<file path="src/rtl/scanner_thresh_ctrl_pkg.sv">
// Shared definitions for the RGB-to-binary scanner threshold controller.
// Provides the FSM state encoding, host write address constants, the
// default threshold value and a write-address decode helper.
package scanner_thresh_ctrl_pkg;

  typedef enum logic [1:0] {
    ST_IDLE  = 2'd0,
    ST_ACCUM = 2'd1,
    ST_EVAL  = 2'd2
  } state_e;

  localparam logic [1:0] ADDR_RED   = 2'd0;
  localparam logic [1:0] ADDR_GREEN = 2'd1;
  localparam logic [1:0] ADDR_BLUE  = 2'd2;
  localparam logic [1:0] ADDR_ALL   = 2'd3;

  localparam logic [7:0] DEF_THRESH_C = 8'd128;

  // True when a host write to 'addr' targets channel 'ch' (0=R, 1=G, 2=B).
  function automatic logic addr_hit(input logic [1:0] addr, input logic [1:0] ch);
    return (addr == ch) || (addr == ADDR_ALL);
  endfunction

endpackage

</file>
<file path="src/rtl/scanner_thresh_ctrl_sat_step.sv">
// scanner_sat_step: 8-bit saturating step adder used by threshold auto-adjust.
// Ports:
//   in_val  - current 8-bit threshold
//   inc     - add STEP, saturating at 255 (has priority over dec)
//   dec     - subtract STEP, saturating at 0
//   out_val - stepped value (in_val when neither inc nor dec)
module scanner_sat_step #(
  parameter int unsigned STEP = 1
) (
  input  logic [7:0] in_val,
  input  logic       inc,
  input  logic       dec,
  output logic [7:0] out_val
);

  logic [8:0] sum;
  logic [8:0] diff;

  always_comb begin
    sum     = {1'b0, in_val} + 9'(STEP);
    diff    = {1'b0, in_val} - 9'(STEP);
    out_val = in_val;
    if (inc) begin
      out_val = sum[8] ? 8'hFF : sum[7:0];
    end else if (dec) begin
      // Borrow out of bit 8 means the result went below zero.
      out_val = diff[8] ? 8'h00 : diff[7:0];
    end
  end

endmodule

</file>
<file path="src/rtl/scanner_thresh_ctrl.sv">
// scanner_thresh_ctrl: threshold controller for the RGB-to-binary scanner.
// Host-written R/G/B thresholds live in shadow registers and are committed to
// the active (output) registers only on the frame-start strobe, so the scanner
// never sees a threshold change mid-frame. Binary-1 pixels are counted per
// frame; the count of each completed frame is published with a one-cycle pulse.
// Optional feature macro: SCANNER_AUTO_THRESH_EN enables auto-adjust of the
// shadow thresholds toward the [iTargetLo, iTargetHi] foreground band.
// Ports:
//   iClk, iRst (async active-low)
//   iPixelSync   - frame-start strobe      iPixelActive/iDataBin - pixel stream
//   iWrEn/iWrAddr/iWrData - host shadow write (addr 3 = all channels)
//   iAutoEn, iTargetLo, iTargetHi - auto-adjust controls (macro builds only)
//   oThreshRed/Green/Blue - active thresholds
//   oFrameCount/oFrameDone - last frame foreground count and update pulse
//   oState - FSM state (0 idle, 1 accumulate, 2 evaluate)
module scanner_thresh_ctrl
  import scanner_thresh_ctrl_pkg::*;
#(
  parameter int unsigned CNT_W      = 22,
  parameter int unsigned STEP       = 1,
  parameter logic [7:0]  DEF_THRESH = DEF_THRESH_C
) (
  input  logic             iClk,
  input  logic             iRst,
  input  logic             iPixelSync,
  input  logic             iPixelActive,
  input  logic             iDataBin,
  input  logic             iWrEn,
  input  logic [1:0]       iWrAddr,
  input  logic [7:0]       iWrData,
  input  logic             iAutoEn,
  input  logic [CNT_W-1:0] iTargetLo,
  input  logic [CNT_W-1:0] iTargetHi,
  output logic [7:0]       oThreshRed,
  output logic [7:0]       oThreshGreen,
  output logic [7:0]       oThreshBlue,
  output logic [CNT_W-1:0] oFrameCount,
  output logic             oFrameDone,
  output logic [1:0]       oState
);

  state_e                state_q, state_d;
  logic [2:0][7:0]       shadow_q, shadow_d;
  logic [2:0][7:0]       active_q, active_d;
  logic [2:0][7:0]       adj;
  logic [CNT_W-1:0]      cnt_q, cnt_d;
  logic [CNT_W-1:0]      fcnt_q, fcnt_d;
  logic                  done_q, done_d;
  logic                  fg;

  assign fg = iPixelActive & iDataBin;

`ifdef SCANNER_AUTO_THRESH_EN
  logic adj_inc;
  logic adj_dec;

  always_comb begin
    adj_inc = 1'b0;
    adj_dec = 1'b0;
    if (state_q == ST_EVAL && iAutoEn) begin
      if (fcnt_q > iTargetHi) begin
        adj_inc = 1'b1;
      end else if (fcnt_q < iTargetLo) begin
        adj_dec = 1'b1;
      end
    end
  end

  for (genvar g = 0; g < 3; g++) begin : g_step
    scanner_sat_step #(.STEP(STEP)) u_step (
      .in_val (shadow_q[g]),
      .inc    (adj_inc),
      .dec    (adj_dec),
      .out_val(adj[g])
    );
  end
`else
  localparam int unsigned UNUSED_STEP = STEP;
  logic unused_auto;

  assign adj         = shadow_q;
  assign unused_auto = ^{iAutoEn, iTargetLo, iTargetHi};
`endif

  always_comb begin
    state_d  = state_q;
    active_d = active_q;
    fcnt_d   = fcnt_q;
    done_d   = 1'b0;

    // Host write overrides the auto-adjusted value per addressed channel.
    shadow_d = adj;
    for (int unsigned ch = 0; ch < 3; ch++) begin
      if (iWrEn && addr_hit(iWrAddr, 2'(ch))) begin
        shadow_d[ch] = iWrData;
      end
    end

    // The sync-cycle pixel already belongs to the new frame.
    if (iPixelSync) begin
      cnt_d = CNT_W'(fg);
    end else if (fg && cnt_q != '1) begin
      cnt_d = cnt_q + CNT_W'(1);
    end else begin
      cnt_d = cnt_q;
    end

    if (iPixelSync) begin
      active_d = shadow_q;
      case (state_q)
        ST_IDLE: state_d = ST_ACCUM;
        default: begin
          fcnt_d  = cnt_q;
          done_d  = 1'b1;
          state_d = ST_EVAL;
        end
      endcase
    end else if (state_q == ST_EVAL) begin
      state_d = ST_ACCUM;
    end
  end

  always_ff @(posedge iClk or negedge iRst) begin
    if (!iRst) begin
      state_q  <= ST_IDLE;
      shadow_q <= {3{DEF_THRESH}};
      active_q <= {3{DEF_THRESH}};
      cnt_q    <= '0;
      fcnt_q   <= '0;
      done_q   <= 1'b0;
    end else begin
      state_q  <= state_d;
      shadow_q <= shadow_d;
      active_q <= active_d;
      cnt_q    <= cnt_d;
      fcnt_q   <= fcnt_d;
      done_q   <= done_d;
    end
  end

  assign oThreshRed   = active_q[0];
  assign oThreshGreen = active_q[1];
  assign oThreshBlue  = active_q[2];
  assign oFrameCount  = fcnt_q;
  assign oFrameDone   = done_q;
  assign oState       = state_q;

endmodule

</file>
<file path="config.mk">
export PLATFORM = sky130hd
export DESIGN_NAME = scanner_thresh_ctrl
export DESIGN_NICKNAME = d
export VERILOG_FILES = /design/src/rtl/scanner_thresh_ctrl_pkg.sv /design/src/rtl/scanner_thresh_ctrl_sat_step.sv /design/src/rtl/scanner_thresh_ctrl.sv
export SDC_FILE = /design/constraint.sdc
export NUM_CORES = 1
export LEC_CHECK = 0
export CAP_MARGIN = 20
export CORE_MARGIN = 8
export CORE_UTILIZATION = 31
export CTS_CLUSTER_SIZE = 16
export DETAILED_ROUTE_END_ITERATION = 16
export HOLD_SLACK_MARGIN = 0.1
export SETUP_SLACK_MARGIN = 0.5
export SLEW_MARGIN = 5
export SYNTH_ARGS = -nofsm -noshare
export SYNTH_HDL_FRONTEND = slang
export SYNTH_SLANG_ARGS = --single-unit
</file>
<file path="constraint.sdc">
create_clock -name iClk -period 6.5 [get_ports iClk]
set_input_delay 1.3 -clock iClk [delete_from_list [all_inputs] [get_ports iClk]]
set_output_delay 1.3 -clock iClk [all_outputs]
set_load 0.05 [all_outputs]
</file>
==> out/qor.yml <==
status:
  status: "finished, final reports clean"
yosys:
  syn-instance-count: 344
  ys_seq_area_share_pct: 59.3
  yosys.area.top_type: "dfrtp_1"
  synth-edff-count: 0
  yosysMostFrequentCell: "dfrtp_1"
  synth_seq_cells: 95
  async_flop_share_pct: 100
  synth_flop_cell: "dfrtp_1"
  synth.avg_cell_area_um2: 11.7
  ys_types: 41
  syn_area_um2: 4020
  netlist_top_cells_count: "89 x dfrtp_1, 77 x nand2_1, 49 x mux2_2"
  synth_nets: 409
  ys.warnings.count: 0
  synth_top_area_share_pct: 55.4
  synthTopCellsByArea: "dfrtp_1 55%, mux2_2 14%, nand2_1 7.2%"
critical_path:
  critPathArrivalTime_ps: 1700
  start_kind: "register"
  critPathCaptureType: "primary output"
  cp_cell_sequence: "clkdlybuf4s50_1"
  cp_slowest_cell: "clkdlybuf4s50_1"
  crit_type: "reg -> out"
  path_delay_family: "buffers and inverters"
  cp.required_ps: 5200
  regToRegStartpoint: "cnt_q[0]"
  critPathLaunch: "oThreshBlue[7]"
  slowest_delay_ps: 820
  crit_buf_inv: 1
  cp_max_fo: 2
detailed_routing:
  num_vias: 2705
  viasPerCell: 4.63
  post_drt_wl_per_cell_um: 15.0
  ant_nets: 0
  drc: 0
  drtIter0Drc: 78
  firstDrtPassIters: 4
  wl_um: 8750
cts:
  clk_pin_slew_ps: 60
  cts_tree: "yes"
  cts_setup_buffers: 0
  htree_levels: 3
  clock_path_buffers: 2
  clkLatencyLatePin_ps: 350
  numCtsBuffers: 9
  cts_resized: 0
  postCtsHoldBufs: 0
  clock-root-buffer: "clkbuf_16"
  clock_sinks: 95
sta:
  tns_ps: 0
  relSlewSlack_pct: 39.1
  rsz0062_at_grt: "false"
  setup_violations: 0
  period_share_pct: 46.2
  fmax_ghz: 0.333
  tightest_slew_ps: 908
  hold_viol: 0
  final_max_slew_viol_count: 0
  fin_crit_ps: 3000
  whs_ps: 469
  skew_ps: 7.29
layout:
  fin_nets: 472
  synthToLayoutAreaGrowth_pct: 26.6
  drive_above_1_share_pct: 20.4
  fill_cells: 1274
  finalCoreUtilization_pct: 40.3
  antenna_cells: 0
placement:
  portBuffers: 64
  place_congestion: 0.774
  dp_hpwl_um: 5880
grt:
  grt_use_total_pct: 11.3
  grt_start_max_net_pins: 57
  grt_pass1_wl_um: 14700
  globalRouteOverflowTotal: 0
  antenna_found_initial: 0
  first_global_vias: 2868
floorplan:
  fp.dieW_um: 130
  dieArea_um2: 16900
  core_area_um2: 12600
  die_y_um: 130
  rows: 41
  io_pins: 110
  initial_utilization_pct: 31.9
power_and_ir_drop:
  leakagePower_nw: 2.19
  power_density_nw_per_um2: 303
  ir_worst_vdd_uv: 229
  power_mw: 1.54
min_path:
  hp-class: "reg -> reg"
  hold_start: "oFrameCount[9]"
job:
  drv_cap: 0
==> registers in the layout, indices dropped and copies added (netlist names) <==
register and count:
cnt_q 22, adj 24, oThreshRed 8, oFrameCount 22, oThreshBlue 8, oFrameDone 1, oState 2, oThreshGreen 8
==> where the power goes <==
group | switching (mW) | internal [mW] | leakage (nW)
registers | 0.0365 | 0.666 | 1.20
clock network | 0.218 | 0.268 | 0.132
logic | 0.224 | 0.130 | 0.855
==> cell type report <==
cell class	count	area (um2)	area share [%]
Multi-Input combinational cell	229	1540	30.3
Sequential cell	95	2380	46.9
Timing Repair Buffer	68	663	13.0
Clock buffer	12	246	4.84
Tap cell	172	215	4.23
Inverter	4	15.0	0.295
Clock inverter	4	22.5	0.442
==> through the flow <==
stage               area [um2]  setup slack [ps]  instances
detailed placement        4820              3130        568
floorplan                 4020              3900        344
CTS                       5090              3460        584
global placement          4820              3200        568
global route              5090              3350        584
finish                    5090              3500        584
==> final timing paths <==
check	end	slack, ps	depth (start not counted)
max	oThreshBlue[7]	3500	1
min reg2reg	oFrameCount[9]	470	2
min in group asynchronous	oThreshBlue[3]	920	1
max reg2reg	cnt_q[21]	4280	6
max in group asynchronous	oFrameCount[9]	4450	2
min	oFrameCount[9]	470	2
==> layer usage <==
layer / vias to the layer above / part of all wire, % / track usage (%)
met1: 1336 / 43 / 13.0
met3: 11 / 9.4 / 5.75
li1: 1300 / - / -
met5: - / 0 / 0
met4: 0 / 1.4 / 5.40
met2: 58 / 46 / 17.2
==> placed cells by master, fill, tap and decap left out, types with 2 or more instances in the layout <==
cell type,synthesis,routed
dfrtp_1,89,89
nand2_1,77,77
clkdlybuf4s50_1,0,62
mux2_2,49,49
nor2_1,19,19
xnor2_1,12,12
clkbuf_16,0,9
a21oi_1,8,8
nand3_1,7,7
nand4_1,6,6
dfstp_2,6,6
buf_4,0,5
inv_1,4,4
a31oi_1,4,4
a211oi_1,4,4
ha_1,4,4
o21ai_1,3,3
and3_1,3,3
a2111oi_0,3,3
nor2b_1,3,3
clkinv_2,0,3
nand2b_1,2,2
and2_1,2,2
or3_1,2,2
a2111oi_2,2,2
nor4_1,2,2
nor3_1,2,2
o21ai_0,2,2
clkbuf_1,11,2
==> cell families (layout without fill, tap and decap cells) <==
family	after synthesis	after routing	synth area share, %
AO/OA/AOI/OAI	29	29	5.01
adder cells (fa/ha/maj)	4	4	1.24
buffers and inverters	20	88	2.30
multiplexers	51	51	14.3
XOR/XNOR	12	12	2.61
AND/OR/NAND/NOR	133	133	15.2
flip-flops	95	95	59.3
==> tightest hold or removal path: stages, from the launching register on <==
cell and delay [ps]:
dfrtp_1 340, nand2_1 50, nand2_1 50
Power figures use the tool's default switching activity.
